$ cat config.mk
export PLATFORM = sky130hd
export DESIGN_NAME = int2float_seq_flat
export DESIGN_NICKNAME = d
export VERILOG_FILES = /design/src/rtl/int2float_if.sv /design/src/rtl/int2float_seq.sv /design/src/flat_wrapper.sv
export SDC_FILE = /design/constraint.sdc
export NUM_CORES = 1
export LEC_CHECK = 0
export CAP_MARGIN = 20
export CORE_MARGIN = 2
export CORE_UTILIZATION = 48
export DETAILED_ROUTE_END_ITERATION = 12
export HOLD_SLACK_MARGIN = 0.15
export PLACE_DENSITY_LB_ADDON = 0.15
export SYNTH_ARGS = -nofsm -noshare
export SYNTH_HDL_FRONTEND = slang
export SYNTH_SLANG_ARGS = --single-unit
$ cat constraint.sdc
create_clock -name clk -period 4.4 [get_ports clk]
set_clock_uncertainty 0.2 [all_clocks]
set_input_delay 1.32 -clock clk [delete_from_list [all_inputs] [get_ports clk]]
set_output_delay 1.32 -clock clk [all_outputs]
set_load 0.01 [all_outputs]
$ cat src/rtl/int2float_if.sv
//------------------------------------------------------------------------------
// int2float_if
// Input and result handshakes of the sequential integer-to-binary32 converter.
// Rev 1.0
//------------------------------------------------------------------------------
`default_nettype none

interface int2float_if;
  logic        in_valid;
  logic        in_ready;
  logic        sign_in;
  logic [30:0] int_in;
  logic        out_valid;
  logic        out_ready;
  logic        sign_out;
  logic [7:0]  exponent_out;
  logic [22:0] mantissa_out;
  logic        inexact;

  // Producer/consumer side
  modport master (
    output in_valid, sign_in, int_in, out_ready,
    input  in_ready, out_valid, sign_out, exponent_out, mantissa_out, inexact
  );

  // Converter side
  modport slave (
    input  in_valid, sign_in, int_in, out_ready,
    output in_ready, out_valid, sign_out, exponent_out, mantissa_out, inexact
  );
endinterface

`default_nettype wire

$ cat src/rtl/int2float_seq.sv
//------------------------------------------------------------------------------
// int2float_seq
// Sign-magnitude integer to IEEE-754 binary32, one normalising shift per cycle,
// truncating rounding with an inexact flag.
// Rev 1.0
//------------------------------------------------------------------------------
`default_nettype none

module int2float_seq (
  input  wire          clk,
  input  wire          rst_n,
  int2float_if.slave   bus
);

  localparam logic [7:0] C_EXP_TOP = 8'd157;

  typedef enum logic [1:0] {
    IDLE = 2'd0,
    NORM = 2'd1,
    DONE = 2'd2
  } state_t;

  state_t      r_state;
  state_t      w_state_nxt;
  logic [30:0] r_norm;
  logic [7:0]  r_exp;
  logic        r_sign;

  logic        w_accept;
  logic        w_zero;
  logic        w_shift;
  logic        w_done;

  assign w_accept = (r_state == IDLE) && bus.in_valid;
  assign w_zero   = (bus.int_in == 31'd0);
  assign w_shift  = (r_state == NORM) && !r_norm[30];
  assign w_done   = (r_state == DONE);

  always_ff @(posedge clk or negedge rst_n) begin
    if (!rst_n) begin
      r_state <= IDLE;
    end else begin
      r_state <= w_state_nxt;
    end
  end

  always_comb begin
    w_state_nxt = r_state;
    case (r_state)
      IDLE: begin
        if (w_accept) begin
          w_state_nxt = w_zero ? DONE : NORM;
        end
      end
      NORM: begin
        if (r_norm[30]) begin
          w_state_nxt = DONE;
        end
      end
      DONE: begin
        if (bus.out_ready) begin
          w_state_nxt = IDLE;
        end
      end
      default: w_state_nxt = IDLE;
    endcase
  end

  // Zero input leaves norm and exp at zero, which already encodes +/-0.0
  always_ff @(posedge clk or negedge rst_n) begin
    if (!rst_n) begin
      r_norm <= 31'd0;
      r_exp  <= 8'd0;
      r_sign <= 1'b0;
    end else if (w_accept) begin
      r_sign <= bus.sign_in;
      r_norm <= bus.int_in;
      r_exp  <= w_zero ? 8'd0 : C_EXP_TOP;
    end else if (w_shift) begin
      r_norm <= {r_norm[29:0], 1'b0};
      r_exp  <= r_exp - 8'd1;
    end
  end

  // Result fields are masked outside DONE so no partial value is ever visible
  assign bus.in_ready     = (r_state == IDLE);
  assign bus.out_valid    = w_done;
  assign bus.sign_out     = w_done ? r_sign : 1'b0;
  assign bus.exponent_out = w_done ? r_exp : 8'd0;
  assign bus.mantissa_out = w_done ? r_norm[29:7] : 23'd0;
  assign bus.inexact      = w_done ? (|r_norm[6:0]) : 1'b0;

endmodule

`default_nettype wire

$ cat src/flat_wrapper.sv
// flat-port wrapper written by rule: the top's interface ports become plain ports
module int2float_seq_flat 
  (clk, rst_n, bus_in_valid, bus_sign_in, bus_int_in, bus_out_ready, bus_in_ready, bus_out_valid, bus_sign_out, bus_exponent_out, bus_mantissa_out, bus_inexact);
  int2float_if bus_i ();
  input  wire clk;
  input  wire rst_n;
  input wire logic [$bits(bus_i.in_valid)-1:0] bus_in_valid;
  input wire logic [$bits(bus_i.sign_in)-1:0] bus_sign_in;
  input wire logic [$bits(bus_i.int_in)-1:0] bus_int_in;
  input wire logic [$bits(bus_i.out_ready)-1:0] bus_out_ready;
  output wire logic [$bits(bus_i.in_ready)-1:0] bus_in_ready;
  output wire logic [$bits(bus_i.out_valid)-1:0] bus_out_valid;
  output wire logic [$bits(bus_i.sign_out)-1:0] bus_sign_out;
  output wire logic [$bits(bus_i.exponent_out)-1:0] bus_exponent_out;
  output wire logic [$bits(bus_i.mantissa_out)-1:0] bus_mantissa_out;
  output wire logic [$bits(bus_i.inexact)-1:0] bus_inexact;
  assign bus_i.in_valid = bus_in_valid;
  assign bus_i.sign_in = bus_sign_in;
  assign bus_i.int_in = bus_int_in;
  assign bus_i.out_ready = bus_out_ready;
  assign bus_in_ready = bus_i.in_ready;
  assign bus_out_valid = bus_i.out_valid;
  assign bus_sign_out = bus_i.sign_out;
  assign bus_exponent_out = bus_i.exponent_out;
  assign bus_mantissa_out = bus_i.mantissa_out;
  assign bus_inexact = bus_i.inexact;
  int2float_seq u_core (.clk(clk), .rst_n(rst_n), .bus(bus_i));
endmodule
==> summary.txt <==
Clock network
  • Worst skew pair latency: 290 ps
  • CTS max path bufs: 2
  • TritonCTS clock tree: yes
  • CTS Root Cell: clkbuf_8
  • Clock Pin Slew Worst Setup and Hold Paths: 70 ps
  • Post-CTS sizing: 0
  • Htree depth: 2
  • TritonCTS Buffers: 5
  • Post-CTS setup repair buffer count: 0
  • Clk sink count: 42
  • Post-CTS Hold Buffers: 0

Die
  • Die Wd: 71.9 µm
  • Core footprint: 4410 µm²
  • Die Y: 71.9 µm
  • Die ar.: 5180 µm²
  • I/O Pins: 71
  • Initial Util: 50.2%
  • # rows: 24

Power and ir drop
  • Clk pwr share: 13.2%
  • Peak supply drop: 0.287 mV
  • Leak Pwr: 1.23 nW
  • Switching share of power: 38.7%
  • Sequential share of power: 39.1%
  • Sw Pwr: 0.000707 W
  • Combinational power share: 47.7%
  • Power density over the cells: 602 nW/µm²
  • Int Power: 0.00112 W

Routing
  • Iter 0 DRT Violations: 163
  • Final WL: 5120 µm
  • Final ANT Viol Nets: 0
  • Vias: 1,912
  • DRC: 0
  • DRT Pass-1 Iters: 4
  • Vias per cell: 5.39
  • Routed WL per cell: 14.4 µm

Cells and area
  • Register area: 1050 µm²
  • Nets: 341
  • Area of the multi-input gates: 1090 µm²
  • Share of post-route cells with drive strength above 1: 4.95%
  • Post-route insts no fill: 355
  • Final Instance Area: 3030 µm²
  • Layout filler cell count: 377
  • Syn-to-layout area delta: 36.8%
  • Antenna cells: 0

Global routing
  • Gr usage total: 21.4%
  • Grt ovf: 0
  • Largest net degree at the start of global routing: 43
  • Initial antenna violation count: 0
  • Vias in the first global route: 1,821
  • First-pass GRT wire length: 8560 µm

Logic synthesis
  • Post-synthesis xor/xnor area fraction: 2.77%
  • Post-synthesis cell type count: 30
  • Syn nets: 273
  • Mux contribution to synthesized area: 9.94%
  • Compound-Gate Fraction of Synth Area: 10.7%
  • Syn Inst Count: 236
  • Register bit count reported by yosys: 42
  • Post-synth design cell area: 2220 µm²
  • Main combinational cell family by area after synthesis: simple AND/OR/NAND/NOR gates
  • Synthesis Warnings: 0
  • Post-Synth Adder-Cell Area: 0.565%
  • Post-Synth Simple-Gate Area: 25.1%
  • Register area share after synthesis: 47.4%
  • Avg Inst Size Synth: 9.39 µm²

Setup path
  • CP startpoint: u_core.r_state[0]
  • R2r worst-path depth: 4
  • Critical Path Max Stage Delay: 560 ps
  • Slowest cell on crit path: inv_1
  • Worst path required time: 2880 ps
  • Crit end category: output pin
  • Critical path buffer and inverter count: 2
  • Critical-path maximum fanout: 31
  • Reg2reg start: u_core.r_state[1]
  • Setup slack, reg-to-reg: 2470 ps
  • FF-to-FF End: u_core.r_norm[26]
  • Top delay family on crit path: buffers and inverters
  • WP depth: 4
  • Worst setup SP type: register
  • Arrival @ worst endpoint: 2280 ps
  • Crit path kind: register to output pin
  • Worst setup endpoint: bus_mantissa_out[1]
  • Critical-path cell list: nand2b_1 > inv_1 > and2_1 > clkdlybuf4s50_1

Timing
  • Pins Over Slew Limit: 0
  • Slew HR: 39.9%
  • Hold slack: 266 ps
  • Setup violators final: 0
  • Setup total negative slack: 0 ps
  • Max Freq: 0.263 GHz
  • RSZ-0062 raised after global routing: false
  • Min cycle time layout: 3800 ps
  • Crit share post-route: 86.4%
  • Worst-Margin Slew: 902 ps
  • Hold Vio Cnt, Final: 0

Placement
  • Post-place instance area: 2950 µm²
  • Placed Cells: 349
  • GPL Wtd Cong: 0.759
  • Buffers on Ports: 70
  • Hpwl dp: 3770 µm

Status
  • Status: complete, no violations

Min path
  • Worst hold path class: register to register

Flow run
  • Max Cap Viol: 0
[cells in the mapped netlist (all sizes together)]
cell type  instances  area [µm²]
nand2             44         165
dfrtp             42        1050
and2              30         188
o21ai             24         120
mux2i             22         220
nor2               9        36.3
a22oi              8        60.1
nor4               8        50.1
clkbuf             7        26.3
a21oi              6        30.0
buf                6        37.5
xor2               6        52.6
nor3               5        30.0
inv                4        15.0
nor3b              3        38.8
nand2b             2        12.5
nand4              2        12.5
nand4b             2        17.5
a211oi             1        7.51
a22o               1        8.76
a311o              1        10.0
ha                 1        12.5
nand3              1        5.00
xnor2              1        8.76
[worst min-delay path by stage]
| stage | from | end | slack (ps) | cells past startpoint |
|---|---|---|---|---|
| global placement | u_core.r_sign | u_core.r_sign | 250 | 2 |
| detailed placement | u_core.r_sign | u_core.r_sign | 260 | 2 |
| global route | u_core.r_sign | u_core.r_sign | 310 | 2 |
| floorplan | u_core.r_sign | u_core.r_sign | 240 | 2 |
| CTS | u_core.r_sign | u_core.r_sign | 270 | 2 |
| finish | u_core.r_sign | u_core.r_sign | 270 | 2 |
[layer usage]
| layer | GRT usage, % | part of all wire (%) | vias up | routed length (µm) |
|---|---|---|---|---|
| met3 | 4.31 | 6.1 | 8 | 310 |
| met4 | 7.76 | 1.4 | 0 | 70 |
| met1 | 28.8 | 45 | 892 | 2310 |
| met5 | 0 | 0 | - | 0 |
| met2 | 34.6 | 47 | 69 | 2430 |
| li1 | - | - | 943 | - |
[state kept, by name, indices dropped and copies added (netlist names)]
name	count
u_core.r_state	2
u_core.r_sign	1
u_core.r_exp	8
u_core.r_norm	31
[area by class of cell]
cell class                      instances  share of cell area, %
Tap cell                               52                   2.15
Sequential cell                        42                   34.7
Inverter                                4                  0.495
Multi-Input combinational cell        177                   36.0
Timing Repair Buffer                   74                   23.9
Clock buffer                            6                   2.72
[power by group through the flow]
stage | sequential, W | clock (W) | combinational (W)
global placement | 0.000710 | 0 | 0.000852
CTS | 0.000710 | 0.000247 | 0.000882
finish | 0.000713 | 0.000242 | 0.000871
floorplan | 0.000670 | 0 | 0.000595
detailed placement | 0.000717 | 0 | 0.000879
global route | 0.000735 | 0.000264 | 0.000974
[worst reg2reg max path: stages (launching register included)]
cell     delay [ps]
dfrtp_1         470
nor3b_4         610
buf_4           410
nand2_1          90
o21ai_1          80
[metrics by stage]
stage               utilization, %  setup WS, ps  power (W)
floorplan                        -          1710    0.00127
global placement              66.8           960    0.00156
detailed placement            66.8           897    0.00160
CTS                           68.7           557    0.00184
global route                  68.7           420    0.00197
finish                        68.7           596    0.00182
[layout by cell type, fill, tap and decap left out, types with 6 or more instances in the layout]
master / n
o21ai_1: 22
nand2_1: 44
nor4_1: 8
and2_1: 30
clkdlybuf4s50_1: 69
mux2i_1: 22
xor2_1: 6
clkbuf_8: 6
a21oi_1: 6
nor2_1: 8
dfrtp_1: 42
a22oi_1: 8
[cells by family after synthesis]
| kind of cell | Yosys count |
|---|---|
| buffers and inverters | 17 |
| muxes | 22 |
| AOI/OAI and AO/OA | 41 |
| DFF | 42 |
| and+or+nand+nor | 106 |
| xor gates and xnor gates | 7 |
| adders and majority gates | 1 |
Power figures use the tool's default switching activity.
